**src/rtl/dcpu16_mbus_arb.sv**
```systemverilog
// Two-master arbiter for one single-port simplified-Wishbone memory.
// The requesters are the operand-load bus (ab_*) and the fetch/store
// bus (fs_*). Only one transaction is in flight at a time. Ties go
// round-robin. Each transaction has a watchdog that finishes it with
// an error flag if the memory never acknowledges.
module dcpu16_mbus_arb #(
  parameter int unsigned TMO = 16,
  parameter int unsigned AW  = 16,
  parameter int unsigned DW  = 16
) (
  input  logic          clk,
  input  logic          rst,
  input  logic [AW-1:0] ab_adr,
  input  logic          ab_stb,
  input  logic          ab_wre,
  input  logic [DW-1:0] ab_dto,
  output logic [DW-1:0] ab_dti,
  output logic          ab_ack,
  output logic          ab_err,
  input  logic [AW-1:0] fs_adr,
  input  logic          fs_stb,
  input  logic          fs_wre,
  input  logic [DW-1:0] fs_dto,
  output logic [DW-1:0] fs_dti,
  output logic          fs_ack,
  output logic          fs_err,
  output logic [AW-1:0] wb_adr,
  output logic          wb_stb,
  output logic          wb_wre,
  output logic [DW-1:0] wb_dto,
  input  logic [DW-1:0] wb_dti,
  input  logic          wb_ack,
  output logic [1:0]    gnt
);

  typedef enum logic [1:0] {IDLE, BUSY_AB, BUSY_FS} state_t;

  localparam logic [7:0] WD_LAST = 8'(TMO - 1);

  state_t        state_q, state_d;
  logic          last_fs_q, last_fs_d;   // 1: fs was granted most recently
  logic [7:0]    wdog_q, wdog_d;
  logic [AW-1:0] wb_adr_q, wb_adr_d;
  logic          wb_stb_q, wb_stb_d;
  logic          wb_wre_q, wb_wre_d;
  logic [DW-1:0] wb_dto_q, wb_dto_d;
  logic [DW-1:0] ab_dti_q, ab_dti_d;
  logic          ab_ack_q, ab_ack_d;
  logic          ab_err_q, ab_err_d;
  logic [DW-1:0] fs_dti_q, fs_dti_d;
  logic          fs_ack_q, fs_ack_d;
  logic          fs_err_q, fs_err_d;
  logic [1:0]    gnt_q, gnt_d;

  logic el_ab, el_fs, done, tmo;
  logic [DW-1:0] rdata;

  // State and all registered outputs; reset aborts any transaction at once.
  always_ff @(posedge clk or posedge rst) begin
    if (rst) begin
      state_q   <= IDLE;
      last_fs_q <= 1'b1;
      wdog_q    <= '0;
      wb_adr_q  <= '0;
      wb_stb_q  <= 1'b0;
      wb_wre_q  <= 1'b0;
      wb_dto_q  <= '0;
      ab_dti_q  <= '0;
      ab_ack_q  <= 1'b0;
      ab_err_q  <= 1'b0;
      fs_dti_q  <= '0;
      fs_ack_q  <= 1'b0;
      fs_err_q  <= 1'b0;
      gnt_q     <= 2'b00;
    end else begin
      state_q   <= state_d;
      last_fs_q <= last_fs_d;
      wdog_q    <= wdog_d;
      wb_adr_q  <= wb_adr_d;
      wb_stb_q  <= wb_stb_d;
      wb_wre_q  <= wb_wre_d;
      wb_dto_q  <= wb_dto_d;
      ab_dti_q  <= ab_dti_d;
      ab_ack_q  <= ab_ack_d;
      ab_err_q  <= ab_err_d;
      fs_dti_q  <= fs_dti_d;
      fs_ack_q  <= fs_ack_d;
      fs_err_q  <= fs_err_d;
      gnt_q     <= gnt_d;
    end
  end

  // Arbitration, watchdog and completion: next-state for every register.
  always_comb begin
    state_d   = state_q;
    last_fs_d = last_fs_q;
    wdog_d    = wdog_q;
    wb_adr_d  = wb_adr_q;
    wb_stb_d  = wb_stb_q;
    wb_wre_d  = wb_wre_q;
    wb_dto_d  = wb_dto_q;
    ab_dti_d  = ab_dti_q;
    ab_ack_d  = 1'b0;
    ab_err_d  = 1'b0;
    fs_dti_d  = fs_dti_q;
    fs_ack_d  = 1'b0;
    fs_err_d  = 1'b0;
    gnt_d     = gnt_q;
    // A requester whose ack is on the bus this cycle is retiring, not asking.
    el_ab     = ab_stb & ~ab_ack_q;
    el_fs     = fs_stb & ~fs_ack_q;
    done      = 1'b0;
    tmo       = 1'b0;
    rdata     = '0;

    unique case (state_q)
      IDLE: begin
        wdog_d = '0;
        if (el_ab && (!el_fs || last_fs_q)) begin
          wb_adr_d  = ab_adr;
          wb_wre_d  = ab_wre;
          wb_dto_d  = ab_dto;
          wb_stb_d  = 1'b1;
          gnt_d     = 2'b01;
          last_fs_d = 1'b0;
          state_d   = BUSY_AB;
        end else if (el_fs) begin
          wb_adr_d  = fs_adr;
          wb_wre_d  = fs_wre;
          wb_dto_d  = fs_dto;
          wb_stb_d  = 1'b1;
          gnt_d     = 2'b10;
          last_fs_d = 1'b1;
          state_d   = BUSY_FS;
        end
      end
      BUSY_AB, BUSY_FS: begin
        if (wb_ack) begin
          done  = 1'b1;
          rdata = wb_dti;
        end else if (wdog_q == WD_LAST) begin
          done = 1'b1;
          tmo  = 1'b1;
        end else if (wdog_q != 8'hFF) begin
          wdog_d = wdog_q + 8'd1;
        end
        if (done) begin
          wb_stb_d = 1'b0;
          wb_wre_d = 1'b0;
          gnt_d    = 2'b00;
          wdog_d   = '0;
          state_d  = IDLE;
          if (state_q == BUSY_AB) begin
            ab_ack_d = 1'b1;
            ab_err_d = tmo;
            ab_dti_d = rdata;
          end else begin
            fs_ack_d = 1'b1;
            fs_err_d = tmo;
            fs_dti_d = rdata;
          end
        end
      end
      default: state_d = IDLE;
    endcase
  end

  assign wb_adr = wb_adr_q;
  assign wb_stb = wb_stb_q;
  assign wb_wre = wb_wre_q;
  assign wb_dto = wb_dto_q;
  assign ab_dti = ab_dti_q;
  assign ab_ack = ab_ack_q;
  assign ab_err = ab_err_q;
  assign fs_dti = fs_dti_q;
  assign fs_ack = fs_ack_q;
  assign fs_err = fs_err_q;
  assign gnt    = gnt_q;

endmodule

```
**config.mk**
```make
export PLATFORM = sky130hd
export DESIGN_NAME = dcpu16_mbus_arb
export DESIGN_NICKNAME = d
export VERILOG_FILES = /design/src/rtl/dcpu16_mbus_arb.sv
export SDC_FILE = /design/constraint.sdc
export NUM_CORES = 1
export LEC_CHECK = 0
export CORE_ASPECT_RATIO = 1.5
export CORE_MARGIN = 8
export CORE_UTILIZATION = 55
export DETAILED_ROUTE_END_ITERATION = 12
export DONT_BUFFER_PORTS = 1
export PLACE_DENSITY_LB_ADDON = 0.12
export SYNTH_ARGS = -nofsm -noshare
export SYNTH_HDL_FRONTEND = slang
export SYNTH_SLANG_ARGS = --single-unit
```
**constraint.sdc**
```tcl
create_clock -name clk -period 4 [get_ports clk]
set_clock_uncertainty 0.05 [all_clocks]
set_input_delay 0.8 -clock clk [delete_from_list [all_inputs] [get_ports clk]]
set_output_delay 0.8 -clock clk [all_outputs]
set_load 0.02 [all_outputs]
```
* Word-level counts from Yosys, hierarchy flattened
Cells that the tools add are included.
** Operators by class
- Add/subtract/negate cells :: 1
- Multipliers :: 0
- Divide/modulo/power cells :: 0
- $lt $le $gt $ge :: 0
- Equal/unequal tests :: 9
- Shifts and indexed selects :: 0
- Muxes and demuxes :: 39
- Bitwise logic cells :: 5
- Reductions and logical operators :: 13
** Operators with widths (number)
- $mux 16 :: 5
- $mux 8 :: 4
- $mux 1 :: 22
- $pmux 8 s2 :: 1
- $ne 3x3->1 const B :: 4
- $reduce_and 3->1 :: 3
- $add 8x1->8 const B :: 1
- $eq 8x4->1 const B :: 1
- $ne 8x8->1 const B :: 1
- $pmux 2 s2 :: 2
- $mux 2 :: 3
- $pmux 1 s2 :: 2
- $reduce_and 2->1 :: 2
- $reduce_and 4->1 :: 1
- $reduce_bool 2->1 :: 2
- $not 1->1 :: 3
- $and 1x1->1 :: 2
- $eq 2x1->1 const B :: 1
- $eq 2x2->1 const B :: 1
- $logic_not 2->1 :: 1
- $ne 2x2->1 const B :: 1
- $reduce_or 2->1 :: 1
- $logic_and 1x1->1 :: 1
- $logic_not 1->1 :: 1
- $logic_or 1x1->1 :: 1
** Word-level totals
- Register bits :: 83
- Bits in latches :: 0
- RAM bits :: 0
- ROM bits :: 0
- Bits of input ports :: 87
- Logic and storage cells :: 81
- Memories kept :: 0

* Logic depth before layout (Yosys ltp)
- Word-level depth :: 7
- Depth in mapped cells :: 8

* Least setup slack after synthesis
OpenSTA, ideal clock, no wires.
- Path type :: input port to flip-flop
- Start point :: input fs_stb
- End point :: register wb_wre_q (netlist: wb_wre)
- Setup time :: 0.122 ns
- Arrival :: 1.955 ns
- Setup slack :: 1.873 ns
- Stages :: 5
- Buffers on the path :: 1
- Cells stage by stage :: nor2b_1 -> clkbuf_1 -> a21oi_2 -> mux2_2 -> a32o_1
** On the way
- Longest elaborated chain between the ends :: 6
- Elaborated cells on any way between the ends :: 8
- Those cells by class :: 1 x eq/ne; 2 x mux; 1 x bitwise; 4 x reduce/logical
** RTL lines
- from (decl) :: RTL line 21 : input logic fs_stb,
- $and 1x1->1 (*) :: RTL line 111 : el_fs = fs_stb & ~fs_ack_q;
- $logic_not 1->1 :: RTL line 119 : if (el_ab && (!el_fs || last_fs_q)) begin
- $logic_or 1x1->1 :: RTL line 119
- $logic_and 1x1->1 :: RTL line 119
- $ne 3x3->1 (no source line) / $mux 1 (equally long branches)
- $reduce_and 3->1 (no source line) / $pmux 1 s2 (equally long branches)
- to (signal assigned) :: RTL line 81 : wb_wre_q <= wb_wre_d;
- to (decl) :: RTL line 45 : logic wb_wre_q, wb_wre_d;
Mark *: on every way between the ends. The rest lies on a longest branch, timed or not.
A chain may end at the register's enable or synchronous reset.

* Final worst setup path
- Start point :: register state_q[1]
- End point :: register wdog_q[7]
** On the way
- Longest elaborated chain between the ends :: 4
- Elaborated cells on any way between the ends :: 10
- Those cells by class :: 5 x eq/ne; 1 x mux; 4 x reduce/logical
** RTL lines
- from (decl) :: RTL line 40 : state_t state_q, state_d;
- from (signal assigned) :: RTL line 76 : state_q <= state_d;
- $eq 2x1->1 / $eq 2x2->1 (equally long branches) :: RTL line 116 : unique case (state_q)
- $reduce_or 2->1 :: RTL line 116
- $ne 3x3->1 (no source line) / $reduce_bool 2->1 (equally long branches)
- $reduce_and 4->1 (no source line)
- to (signal assigned) :: RTL line 78 : wdog_q <= wdog_d;
- to (decl) :: RTL line 42 : logic [7:0] wdog_q, wdog_d;
Parallel ways exist; a longest one is shown, timed or not.

==> flow_summary.json <==
{
  "run_status": "finished clean",
  "detail_route.iter0.violations": 133,
  "drt_pass1_iterations": 4,
  "hold_class": "input port to async pin",
  "first_pass_grt_wire_length_mm": 14.6,
  "yosysWarningCount": 0,
  "vias": 2773,
  "r2r_start": "state_q[1]",
  "sequential_cell_area_um2": 2080,
  "boundaryPins": 159,
  "power.total_w": 0.00361,
  "rsz0062_at_grt": "no",
  "port_buffers": 0,
  "vdd.ir_drop.worst_uv": 480,
  "cts_htree_levels": 3,
  "setup_violations": 0,
  "synth_compound_area_share_pct": 21.8,
  "synth-edff-count": 0,
  "final_critical_period_ns": 2.16,
  "setup_crit_end": "wdog_q[7]",
  "synth_seq_area_share_pct": 56.1,
  "register_bit_total_from_synthesis": 83,
  "cp_num_cells": 6,
  "n_fill_cell": 573,
  "timing_hold_violations_final": 0,
  "slew_at_the_pin_closest_to_its_max_slew_limit_ns": 0.775,
  "postSynthNetCount": 450,
  "clk_path_buf_depth": 2,
  "synthXorXnorAreaFrac_pct": 0,
  "remaining_drc_errors": 0,
  "netlist.area_leader.share_pct": 55.4,
  "worst-setup-path-type": "flip-flop to flip-flop",
  "finalMaxSlewViolations": 0,
  "vias_in_the_first_global_route": 2789,
  "cts.repair_timing.setup_buffer_count": 0,
  "min_period_over_period_pct": 54.1,
  "path_cells": "inv_1, ha_2, nand2b_1, a21oi_1, o21ai_0, a2bb2oi_1",
  "crit_fanout": 11,
  "detail-route-antenna-nets": 0,
  "timing.rr.end": "wdog_q[7]",
  "timing.max_cap.violations": 0,
  "syn_area_um2": 3700,
  "synth.distinct_cells": 44,
  "crit_family": "compound AO/OA/AOI/OAI gates",
  "cp_num_buf_inv": 1,
  "areaGrowthSynthToFinish_pct": 6.76,
  "synth_mux_area_share_pct": 0.304,
  "place.detailed.hpwl_mm": 6.77,
  "power_density_cells_nw_per_um2": 914,
  "worst-r2r-cell-count": 6,
  "place_inst": 416,
  "floorplan.rows": 36,
  "cts.sinks": 83,
  "synth_area_per_cell_um2": 10.3,
  "prevailing_post_synth_register_cell": "sky130_fd_sc_hd__dfrtp_1",
  "cp-start-kind": "flip-flop",
  "final_design_area_no_fill_um2": 3950,
  "core_region_area_um2": 6530,
  "crit_path_end_kind": "flip-flop",
  "layout.nets": 441,
  "crit_path_start": "state_q[1]",
  "synth_top_cells_by_area": "sky130_fd_sc_hd__dfrtp_1 (55%), sky130_fd_sc_hd__nand2_1 (7.6%), sky130_fd_sc_hd__o211ai_1 (6.5%)",
  "arrival_ns": 2.38,
  "total_leakage_power_nw": 1.73,
  "via_per_inst": 6.40,
  "critical-path-slowest-cell": "sky130_fd_sc_hd__a21oi_1",
  "finalWeightedCongestion": 0.837,
  "layoutNonFillerInstCount": 433,
  "die-area_um2": 9670,
  "slew-limit-headroom_pct": 48.3,
  "cts_tree": "done",
  "cts-buffers-inserted": 9,
  "finalSetupTns_ns": 0,
  "worst_setup_hold_path_clk_slew_ns": 0.08,
  "multi_input_area_um2": 1480,
  "syn_inst": 360,
  "die_w_um": 83.0,
  "route.final.wire_length_mm": 9.20,
  "async_flop_share_pct": 100,
  "data_required_time_of_the_worst_path_ns": 4.22,
  "grt.overflow.total": 0,
  "track_usage_pct": 18.7,
  "synth-simple-area-share_pct": 16.6,
  "grt_start_max_net_pins": 69,
  "synth_fa_ha_area_share_pct": 1.01,
  "cts_hold_buf": 0,
  "setup.reg_to_reg.worst_slack_ns": 1.84,
  "critical-path-max-stage-delay_ns": 0.61,
  "floorplan.die.height_um": 116,
  "cts_repair_resize_count": 0,
  "final_layout_size_suffix_gt1_share_pct": 12.1,
  "cts_root_buf": "sky130_fd_sc_hd__clkbuf_8",
  "most_area_hungry_cell_type_in_the_yosys_netlist": "sky130_fd_sc_hd__dfrtp_1",
  "clock_latency_ns": 0.34,
  "floorplan.initialDensity_pct": 56.7,
  "max_freq_mhz": 462,
  "grt_antenna_before_repair": 0,
  "synth_top_family_by_area": "compound AO/OA/AOI/OAI gates",
  "wl_per_cell_um": 21.3,
  "placed_area_um2": 3730
}
report_power, final:
group	leakage (nW)	internal, W	switching (W)
combinational	0.576	0.000449	0.000647
clock	0.106	0.000353	0.000292
sequential	1.05	0.00119	0.000678
total	1.73	0.00199	0.00162
stage by stage:
step | util, % | hold slack, ns | worst slack [ns]
5_1_grt | 60.5 | 0.464 | 1.65
4_1_cts | 60.5 | 0.407 | 1.84
3_5_place_dp | 57.1 | 0.456 | 1.70
2_1_floorplan | - | 0.416 | 1.01
6_report | 60.5 | 0.396 | 1.84
3_3_place_gp | 57.1 | 0.446 | 1.71
layout by cell type, fill, tap and decap left out, types with 3 or more instances in the layout:
| cell | count |
|---|---|
| sky130_fd_sc_hd__o21ai_0 | 11 |
| sky130_fd_sc_hd__o211ai_1 | 32 |
| sky130_fd_sc_hd__dfrtp_1 | 82 |
| sky130_fd_sc_hd__a22o_1 | 24 |
| sky130_fd_sc_hd__buf_4 | 6 |
| sky130_fd_sc_hd__nand3_1 | 38 |
| sky130_fd_sc_hd__clkbuf_8 | 9 |
| sky130_fd_sc_hd__a21oi_1 | 5 |
| sky130_fd_sc_hd__nand2_1 | 75 |
| sky130_fd_sc_hd__inv_1 | 8 |
| sky130_fd_sc_hd__nor2_1 | 4 |
| sky130_fd_sc_hd__nor2b_1 | 3 |
| sky130_fd_sc_hd__a22o_2 | 8 |
cells by family (layout without fill, tap and decap cells):
group,after synthesis,count (layout)
compound gates,102,102
mux,1,1
flops,83,83
simple gates,136,136
fa+ha+maj,3,3
buf+inv,35,31
other cells,0,1
registers in the layout, indices dropped and copies added (netlist names):
signal	flops
fs_dti	16
fs_ack	1
ab_err	1
wb_adr	16
wb_dto	16
wb_stb	1
ab_ack	1
fs_err	1
state_q	2
gnt	2
wdog_q	8
ab_dti	16
last_fs_q	1
wb_wre	1
cells in the mapped netlist (all sizes together) (2+ instances only):
master	n
dfrtp	82
nand2	75
nand3	38
a22o	32
o211ai	32
clkbuf	21
o21ai	17
inv	9
a21oi	6
buf	5
nor2	5
ha	3
nor2b	3
a22oi	2
a2bb2oi	2
a31oi	2
and2	2
and3	2
nand2b	2
nor3	2
nor4	2
layer usage:
| layer | GRT usage (%) | vias up | routed length [µm] |
|---|---|---|---|
| met4 | 10.9 | 0 | 273 |
| met3 | 8.30 | 22 | 1100 |
| met1 | 22.2 | 1317 | 3490 |
| met2 | 27.4 | 157 | 4340 |
| li1 | - | 1277 | - |
| met5 | 0 | - | 0 |
how the worst min path moves through the flow:
stage                     depth (start not counted)  startpoint         to  slack, ns
after global routing                              1         rst  fs_dti[2]       0.46
final                                             1         rst  fs_dti[2]       0.40
after global placement                            2   wdog_q[1]  wdog_q[1]       0.45
after detailed placement                          2   wdog_q[1]  wdog_q[1]       0.46
after CTS                                         1         rst  fs_dti[2]       0.41
after floorplan                                   2   wdog_q[1]  wdog_q[1]       0.42
layout make-up:
cell class | instances | area share, %
sequential | 83 | 52.6
multi-input combinational | 242 | 37.4
clock buffer | 10 | 3.23
tap | 76 | 2.41
clock inverter | 6 | 2.28
timing repair buffer | 6 | 1.14
inverter | 9 | 0.886
antenna | 1 | 0.0633
(Power assumes the default switching activity.)
